[src/rtl/sram_access_ctrl.sv]
// sram_access_ctrl: single-access sequencer for the 128x128 6T bit-cell array.
// It turns one req/ready word request into array timing: bitline precharge,
// one-hot wordline, write_en / sense_en and column select. It also captures
// the sense-amp output into rdata.
//
// Optional feature: define SRAM_ACCESS_PARITY_EN to widen the array data path
// to DW+1 bits, with an even-parity bit on writes and a parity check on reads.
//
// Ports:
//   clk, rst_n     clock; asynchronous active-low reset
//   req, we        request strobe and direction (1 = write), sampled when ready
//   addr           {row, column word}
//   wdata          write data, sampled with req
//   ready          controller idle; accepts on an edge with req && ready
//   rdata, rvalid  registered read data and its one-cycle valid pulse
//   perr           read parity error, valid with rvalid (0 without parity)
//   wl             one-hot wordline
//   col_sel        one-hot column mux select
//   precharge_n    active-low bitline precharge
//   write_en       global write enable
//   sense_en       sense-amp latch enable
//   bl_wdata       write-driver data
//   sa_data        sense-amp outputs
module sram_access_ctrl #(
  parameter int unsigned ROWS       = 128,
  parameter int unsigned COL_MUX    = 4,
  parameter int unsigned DW         = 32,
  parameter int unsigned PRE_CYCLES = 2,
  parameter int unsigned DEV_CYCLES = 2,
  parameter int unsigned WR_CYCLES  = 2,
  localparam int unsigned ROW_W = $clog2(ROWS),
  localparam int unsigned COL_W = $clog2(COL_MUX),
  localparam int unsigned AW    = ROW_W + COL_W,
`ifdef SRAM_ACCESS_PARITY_EN
  localparam int unsigned DWP   = DW + 1
`else
  localparam int unsigned DWP   = DW
`endif
) (
  input  logic               clk,
  input  logic               rst_n,
  input  logic               req,
  input  logic               we,
  input  logic [AW-1:0]      addr,
  input  logic [DW-1:0]      wdata,
  output logic               ready,
  output logic [DWP-1:0]     rdata,
  output logic               rvalid,
  output logic               perr,
  output logic [ROWS-1:0]    wl,
  output logic [COL_MUX-1:0] col_sel,
  output logic               precharge_n,
  output logic               write_en,
  output logic               sense_en,
  output logic [DWP-1:0]     bl_wdata,
  input  logic [DWP-1:0]     sa_data
);

  localparam int unsigned MAX_PD = (PRE_CYCLES > DEV_CYCLES) ? PRE_CYCLES : DEV_CYCLES;
  localparam int unsigned MAX_P  = (MAX_PD > WR_CYCLES) ? MAX_PD : WR_CYCLES;
  localparam int unsigned CNT_W  = $clog2(MAX_P) + 1;

  typedef enum logic [2:0] {
    IDLE, PRE, ACT, SENSE, WRITE, RECOVER
  } state_t;

  state_t           state;
  logic [CNT_W-1:0] cnt;
  logic [ROW_W-1:0] row_q;
  logic             we_q;
  logic [ROWS-1:0]  wl_row;
  logic [DWP-1:0]   wdata_ext;

  // Wordline decode of the latched row.
  assign wl_row = ROWS'(1) << row_q;

  // Write-driver data, with the parity bit appended when enabled.
`ifdef SRAM_ACCESS_PARITY_EN
  assign wdata_ext = {^wdata, wdata};
`else
  assign wdata_ext = wdata;
`endif

  // Sequencer: the phase counter reloads on every state entry and the state
  // exits when it reaches zero. All array controls are registered.
  always_ff @(posedge clk or negedge rst_n) begin
    if (!rst_n) begin
      state       <= IDLE;
      cnt         <= '0;
      row_q       <= '0;
      we_q        <= 1'b0;
      ready       <= 1'b1;
      precharge_n <= 1'b0;
      wl          <= '0;
      col_sel     <= '0;
      write_en    <= 1'b0;
      sense_en    <= 1'b0;
      rvalid      <= 1'b0;
      rdata       <= '0;
      bl_wdata    <= '0;
    end else begin
      rvalid <= 1'b0;
      case (state)
        IDLE: begin
          if (req && ready) begin
            row_q    <= addr[AW-1:COL_W];
            we_q     <= we;
            col_sel  <= COL_MUX'(1) << addr[COL_W-1:0];
            bl_wdata <= wdata_ext;
            ready    <= 1'b0;
            cnt      <= CNT_W'(PRE_CYCLES - 1);
            state    <= PRE;
          end
        end
        PRE: begin
          if (cnt == '0) begin
            precharge_n <= 1'b1;
            wl          <= wl_row;
            if (we_q) begin
              write_en <= 1'b1;
              cnt      <= CNT_W'(WR_CYCLES - 1);
              state    <= WRITE;
            end else begin
              cnt   <= CNT_W'(DEV_CYCLES - 1);
              state <= ACT;
            end
          end else begin
            cnt <= cnt - CNT_W'(1);
          end
        end
        ACT: begin
          if (cnt == '0) begin
            sense_en <= 1'b1;
            cnt      <= '0;
            state    <= SENSE;
          end else begin
            cnt <= cnt - CNT_W'(1);
          end
        end
        SENSE: begin
          rdata       <= sa_data;
          rvalid      <= 1'b1;
          sense_en    <= 1'b0;
          wl          <= '0;
          precharge_n <= 1'b0;
          cnt         <= '0;
          state       <= RECOVER;
        end
        WRITE: begin
          if (cnt == '0) begin
            write_en    <= 1'b0;
            wl          <= '0;
            precharge_n <= 1'b0;
            cnt         <= '0;
            state       <= RECOVER;
          end else begin
            cnt <= cnt - CNT_W'(1);
          end
        end
        RECOVER: begin
          col_sel <= '0;
          ready   <= 1'b1;
          cnt     <= '0;
          state   <= IDLE;
        end
        default: state <= IDLE;
      endcase
    end
  end

  // Parity check is registered alongside rdata on the SENSE exit edge.
`ifdef SRAM_ACCESS_PARITY_EN
  always_ff @(posedge clk or negedge rst_n) begin
    if (!rst_n) begin
      perr <= 1'b0;
    end else if (state == SENSE) begin
      perr <= ^sa_data;
    end
  end
`else
  assign perr = 1'b0;
`endif

endmodule

[config.mk]
export PLATFORM = sky130hd
export DESIGN_NAME = sram_access_ctrl
export DESIGN_NICKNAME = d
export VERILOG_FILES = /design/src/rtl/sram_access_ctrl.sv
export SDC_FILE = /design/constraint.sdc
export NUM_CORES = 1
export LEC_CHECK = 0
export CAP_MARGIN = 20
export CORE_MARGIN = 1.5
export CORE_UTILIZATION = 25
export CTS_BUF_LIST = sky130_fd_sc_hd__clkbuf_8
export DETAILED_ROUTE_END_ITERATION = 8
export PLACE_DENSITY = 0.52
export SLEW_MARGIN = 20
export SYNTH_ARGS = -nofsm -noshare
export SYNTH_HDL_FRONTEND = slang
export SYNTH_SLANG_ARGS = --single-unit
[constraint.sdc]
create_clock -name clk -period 1.6 [get_ports clk]
set_input_delay 0.4 -clock clk [delete_from_list [all_inputs] [get_ports clk]]
set_output_delay 0.4 -clock clk [all_outputs]
set_load 0.1 [all_outputs]
==> results of run 1 <==
synth_stat cells, types with 3 or more instances:
master,number
nand3b_1,3
mux2_2,70
nor2b_1,9
a21oi_1,10
and3_1,3
dfrtp_1,213
nor3_1,5
and2_1,4
nand4b_1,5
buf_1,7
clkbuf_1,9
o21ai_0,6
nand2_1,12
nor2_1,19
a32o_1,86
nand2b_1,9
buf_2,28
a22o_1,26
o2bb2ai_1,16
buf_4,9
worst max-delay path: stages, from the launching register on:
cell and delay (ps):
dfstp_4 620, buf_6 110, buf_12 170
kinds of logic (layout without fill, tap and decap cells):
kind of cell,count (synthesis),in the layout
mux,73,73
fa+ha+maj,1,1
simple gates,92,93
compound gates,157,157
flops,214,214
other cells,1,1
buf+inv,56,471
routing by layer:
metal  vias up  wire, um  GRT usage  share of wire
met5         -         0          0              0
met4         0       487     0.0397          0.015
met3        43      3200     0.0758           0.10
met2       294     14900      0.271           0.47
met1      3571     13200      0.212           0.42
li1       3086         -          -              -
repair_timing:
action | 4_1_cts | 5_1_grt
pin swaps | 3 | 42
resized for setup | 73 | 55
hold endpoints to repair | 27 | 0
setup endpoints to repair | 98 | 172
gates cloned | 10 | 21
buffers inserted | 13 | 15
hold buffers | 1 | 0
cells in the final DEF, fill, tap and decap left out, types with 5 or more instances in the layout:
cell | Yosys | routed
dfrtp_2 | 0 | 13
mux2_2 | 70 | 32
a32o_1 | 86 | 83
dfrtp_1 | 213 | 200
a21oi_1 | 10 | 9
buf_16 | 0 | 9
nor2_1 | 19 | 15
nor2b_1 | 9 | 8
clkbuf_16 | 0 | 13
clkdlybuf4s50_1 | 0 | 75
buf_12 | 0 | 217
buf_4 | 9 | 63
nand4b_1 | 5 | 5
nand2b_1 | 9 | 9
nand2_1 | 12 | 12
a22o_1 | 26 | 26
o2bb2ai_1 | 16 | 14
mux2_4 | 0 | 40
clkbuf_8 | 0 | 47
buf_6 | 0 | 24
inv_1 | 1 | 10
buf_8 | 0 | 5
o21ai_0 | 6 | 6
flip-flops by register name, indices dropped and copies added, names as in the netlist:
signal	cells
wl	128
bl_wdata	32
rdata	32
row_q	7
col_sel	4
state	3
cnt	2
precharge_n	1
ready	1
rvalid	1
sense_en	1
we_q	1
write_en	1
metrics by stage:
step           total power, W  utilization  instance area [um2]  setup WS (ps)
2_1_floorplan          0.0192            -                 8470           -193
3_3_place_gp           0.0274        0.427                14300           -303
3_5_place_dp           0.0275        0.427                14300           -325
4_1_cts                0.0345        0.469                15700           -257
5_1_grt                0.0370        0.487                16300           -268
6_report               0.0356        0.487                16300           -221
final timing paths:
path / endpoint / slack (ps) / from / cells past startpoint
max in group asynchronous: wl[72] / 620 / rst_n / 3
worst max-delay path: ready / -220 / ready / 2
worst min-delay path: rdata[29] / 350 / rst_n / 2
min in group clk: rdata[23] / 480 / sa_data[23] / 2
worst max register to register: bl_wdata[2] / -50 / ready / 5
worst min register to register: wl[45] / 550 / wl[45] / 1
layout make-up:
cell class                      instances  area, um2
Clock inverter                         15       91.3
Timing Repair Buffer                  407       6500
Sequential cell                       214       5380
Fill cell                            2907      17200
Inverter                                2       7.51
Multi-Input combinational cell        325       3120
Clock buffer                           47        647
Tap cell                              448        561
report_power, final:
group | internal (W) | switching [W] | leakage (nW) | total [W]
sequential | 0.00672 | 0.00156 | 2.80 | 0.00829
clock | 0.00279 | 0.00228 | 0.416 | 0.00507
combinational | 0.00924 | 0.0131 | 3.89 | 0.0223
total | 0.0188 | 0.0169 | 7.11 | 0.0356
==> flow_summary.json, run 1 <==
{
  "synth.avg_cell_area_um2": 14.2,
  "slew_violations": 0,
  "drt_iter0_markers": 447,
  "irDropWorstVdd_v": 0.00202,
  "synth_cells": 594,
  "antenna_cells_inserted": 0,
  "detail_route.vias_per_cell": 4.80,
  "worst_hold_slack_ps": 352,
  "fp-row-count": 67,
  "cellLeakagePower_nw": 7.11,
  "synth_top_cell_area_share": 0.630,
  "drv_cap": 0,
  "slew_headroom": 0.551,
  "worst_clock_skew_ps": 29.7,
  "mappedNetlistNets": 671,
  "place.gp.congestion": 0.721,
  "worstSkewPairLatency_ps": 530,
  "layout-drive-gt1-share": 0.501,
  "synth-xor-area-share": 0,
  "initial_antenna_violation_count": 0,
  "design.core.area_mm2": 0.0334,
  "clk_pin_slew_worst_paths_ps": 60,
  "post_synth_fa_ha_maj_area_fraction": 0.00118,
  "number_of_enable_flip_flop_cells_after_synthesis": 0,
  "grt_pass1_wl_mm": 46.1,
  "io-pin-count": 279,
  "synth_area_leaders": "dfrtp_1, a32o_1, mux2_2, a22o_1, buf_2",
  "pin_count_of_the_biggest_net_entering_global_routing": 55,
  "hold_viol_final": 0,
  "antenna_left": 0,
  "tritoncts_clock_tree": "yes",
  "clock-sinks": 214,
  "setup_viol_count_final": 105,
  "final.setup.worst_slack_ps": -221,
  "yosys.area.top_type": "dfrtp_1",
  "detail_route.wl_per_cell_um": 21.8,
  "synthesis_to_layout_area_growth_pct": 92.5,
  "final_period_minus_worst_setup_slack_ps": 1820,
  "via_count": 6994,
  "fin_nets": 1066,
  "synth_top_family_by_area": "compound AO/OA/AOI/OAI gates",
  "worst_setup_path_start_kind": "flip-flop",
  "dp_hpwl_mm": 20.6,
  "clock_tree.buffer_depth": 3,
  "worst_slew_pin_slew_ps": 669,
  "initial_core_util": 0.253,
  "worstPathMaxFanout": 2,
  "totalNegativeSetupSlack_ps": -3150,
  "synth-simple-area-share": 0.0687,
  "wirelength_mm": 31.8,
  "fmaxAchievable_mhz": 549,
  "yosysWarningCount": 0,
  "die_area_mm2": 0.0350,
  "drc": 0,
  "grt_pass1_vias": 7361,
  "overflow": 0,
  "grtUsageTotal": 0.170,
  "post-place-cells": 1340,
  "die_w_um": 187,
  "synth_compound_gate_area_share": 0.167,
  "clock_tree_root": "clkbuf_8",
  "hold_path_class": "primary input to async pin",
  "critPathCaptureType": "output port",
  "critical_path_class": "flip-flop to output port",
  "synth.ff_latch_count": 214,
  "async_reset_ff_frac": 1.00,
  "muxShareOfSynthArea": 0.0970,
  "required_ps": 1200,
  "most_used_dff_post_synth": "dfrtp_1",
  "final_min_period_over_clock_period": 1.14,
  "syn-cell-area_mm2": 0.00846,
  "finish.cell_count_without_fillers": 1458,
  "portBuffers": 277,
  "violations": "setup timing",
  "critical_path_arrival_ps": 1420,
  "setup_repair_after_global_routing_missed_its_margin": "true",
  "detailedRoute.firstPassIterationCount": 4,
  "die_h_um": 187,
  "run_status": "finished, violations left",
  "h-tree-depth": 2,
  "cts_buffers": 39,
  "synth_cell_type_count": 55,
  "powerDensity_mw_per_mm2": 2190,
  "synth_sequential_area_ratio": 0.633
}
Power figures use the tool's default switching activity.
==> run 2, diff against run 1 <==
- SKIP_CTS_REPAIR_TIMING: unset -> 1
==> flow_summary.json, run 2 (synthesis gave the netlist of run 1 again) <==
{
  "final_period_minus_worst_setup_slack_ps": 1830,
  "detail_route.wl_per_cell_um": 22.0,
  "antenna_cells_inserted": 0,
  "violations": "setup timing",
  "pin_count_of_the_biggest_net_entering_global_routing": 55,
  "registers.top_by_ff_count": "wl",
  "place.gp.congestion": 0.721,
  "critical-path-slowest-cell": "dfstp_4",
  "cts_buffers": 39,
  "largestRegisters": "wl (128), bl_wdata (32), rdata (32)",
  "cp_cell_sequence": "buf_6 -> buf_12",
  "worst_setup_path_start_kind": "flip-flop",
  "slew_violations": 0,
  "setup_repair_after_global_routing_missed_its_margin": "true",
  "critical_path_arrival_ps": 1430,
  "critical_path_class": "flip-flop to output port",
  "design.core.area_mm2": 0.0334,
  "final.setup.worst_slack_ps": -228,
  "fmaxAchievable_mhz": 547,
  "die_area_mm2": 0.0350,
  "setup_viol_count_final": 78,
  "worst_slew_pin_slew_ps": 658,
  "worst_path_largest_cell_delay_ps": 620,
  "drv_cap": 0,
  "fp-row-count": 67,
  "final_min_period_over_clock_period": 1.14,
  "hold_path_class": "primary input to async pin",
  "powerDensity_mw_per_mm2": 2170,
  "finish.cell_count_without_fillers": 1447,
  "final_cell_area_mm2": 0.0161,
  "clock_tree_root": "clkbuf_8",
  "clock_tree.buffer_depth": 3,
  "clk_pin_slew_worst_paths_ps": 60,
  "largest_register_ff_count": 128,
  "fin_nets": 1055,
  "power.net_switching_w": 0.0167,
  "detailedRoute.firstPassIterationCount": 4,
  "wirelength_mm": 31.9,
  "detail_route.vias_per_cell": 4.78,
  "portBuffers": 277,
  "pre_cts_slack_ps": -325,
  "layout-drive-gt1-share": 0.491,
  "power.share.switching": 0.479,
  "critPathCaptureType": "output port",
  "via_count": 6921,
  "die_w_um": 187,
  "postLayoutCoreUtil": 0.481,
  "antenna_left": 0,
  "initial_antenna_violation_count": 0,
  "setup.reg_to_reg.worst_slack_ps": -90,
  "dp_hpwl_mm": 20.6,
  "overflow": 0,
  "cellLeakagePower_nw": 6.99,
  "worst_hold_slack_ps": 348,
  "clock-sinks": 214,
  "post-place-cells": 1340,
  "die_h_um": 187,
  "postPlaceCellArea_mm2": 0.0143,
  "run_status": "finished, violations left",
  "sequentialPowerShare": 0.238,
  "synthesis_to_layout_area_growth_pct": 90.1,
  "drc": 0,
  "most_common_library_cell_in_the_layout_ignoring_fill_and_taps": "buf_12",
  "tritoncts_clock_tree": "yes",
  "internal-power_w": 0.0182,
  "p_clk_frac": 0.145,
  "grtUsageTotal": 0.161,
  "power.share.combinational": 0.617,
  "critical_path_buf_inv_count": 2,
  "crit_family": "flip-flops",
  "io-pin-count": 279,
  "worstSkewPairLatency_ps": 530,
  "drt_iter0_markers": 406,
  "worst_clock_skew_ps": 30.1,
  "worstPathMaxFanout": 4,
  "h-tree-depth": 2,
  "grt_pass1_vias": 7160,
  "required_ps": 1200,
  "initial_core_util": 0.253,
  "slew_headroom": 0.559,
  "most-common-layout-cells": "buf_12, dfrtp_1, a32o_1, clkdlybuf4s50_1, buf_4",
  "hold_viol_final": 0,
  "irDropWorstVdd_v": 0.00202,
  "grt_pass1_wl_mm": 43.9
}
## run 2: power groups by stage
stage	Clock, W	Sequential, W	Combinational (W)
finish	0.00507	0.00828	0.0215
global route	0.00548	0.00844	0.0223
CTS	0.00523	0.00823	0.0192
detailed placement	0	0.00829	0.0192
global placement	0	0.00827	0.0191
floorplan	0	0.0155	0.00377
## run 2: layout make-up
cell class	count	area, um2
Fill cell	2915	17400
Tap cell	448	561
Multi-Input combinational cell	324	3070
Clock buffer	47	647
Inverter	2	7.51
Timing Repair Buffer	397	6340
Clock inverter	15	91.3
Sequential cell	214	5380
## run 2: final timing paths
path,end,cells past startpoint,startpoint
max,ready,2,ready
min in group clk,row_q[3],2,addr[5]
max in group asynchronous,wl[0],3,rst_n
min reg2reg,wl[45],1,wl[45]
max reg2reg,bl_wdata[2],5,ready
min,rdata[29],2,rst_n
## run 2: through the flow
| stage | setup TNS, ps | total power (W) |
|---|---|---|
| 2_1_floorplan | -7680 | 0.0192 |
| 3_3_place_gp | -12900 | 0.0274 |
| 3_5_place_dp | -14050 | 0.0275 |
| 4_1_cts | -3990 | 0.0327 |
| 5_1_grt | -10760 | 0.0362 |
| 6_report | -3250 | 0.0349 |
## run 2: layer usage
layer  routed length, um  GRT usage  up-vias
li1                    -          -     3057
met1               12900      0.200     3525
met2               15100      0.252      296
met3                3390     0.0786       43
met4                 486     0.0400        0
met5                   0          0        -
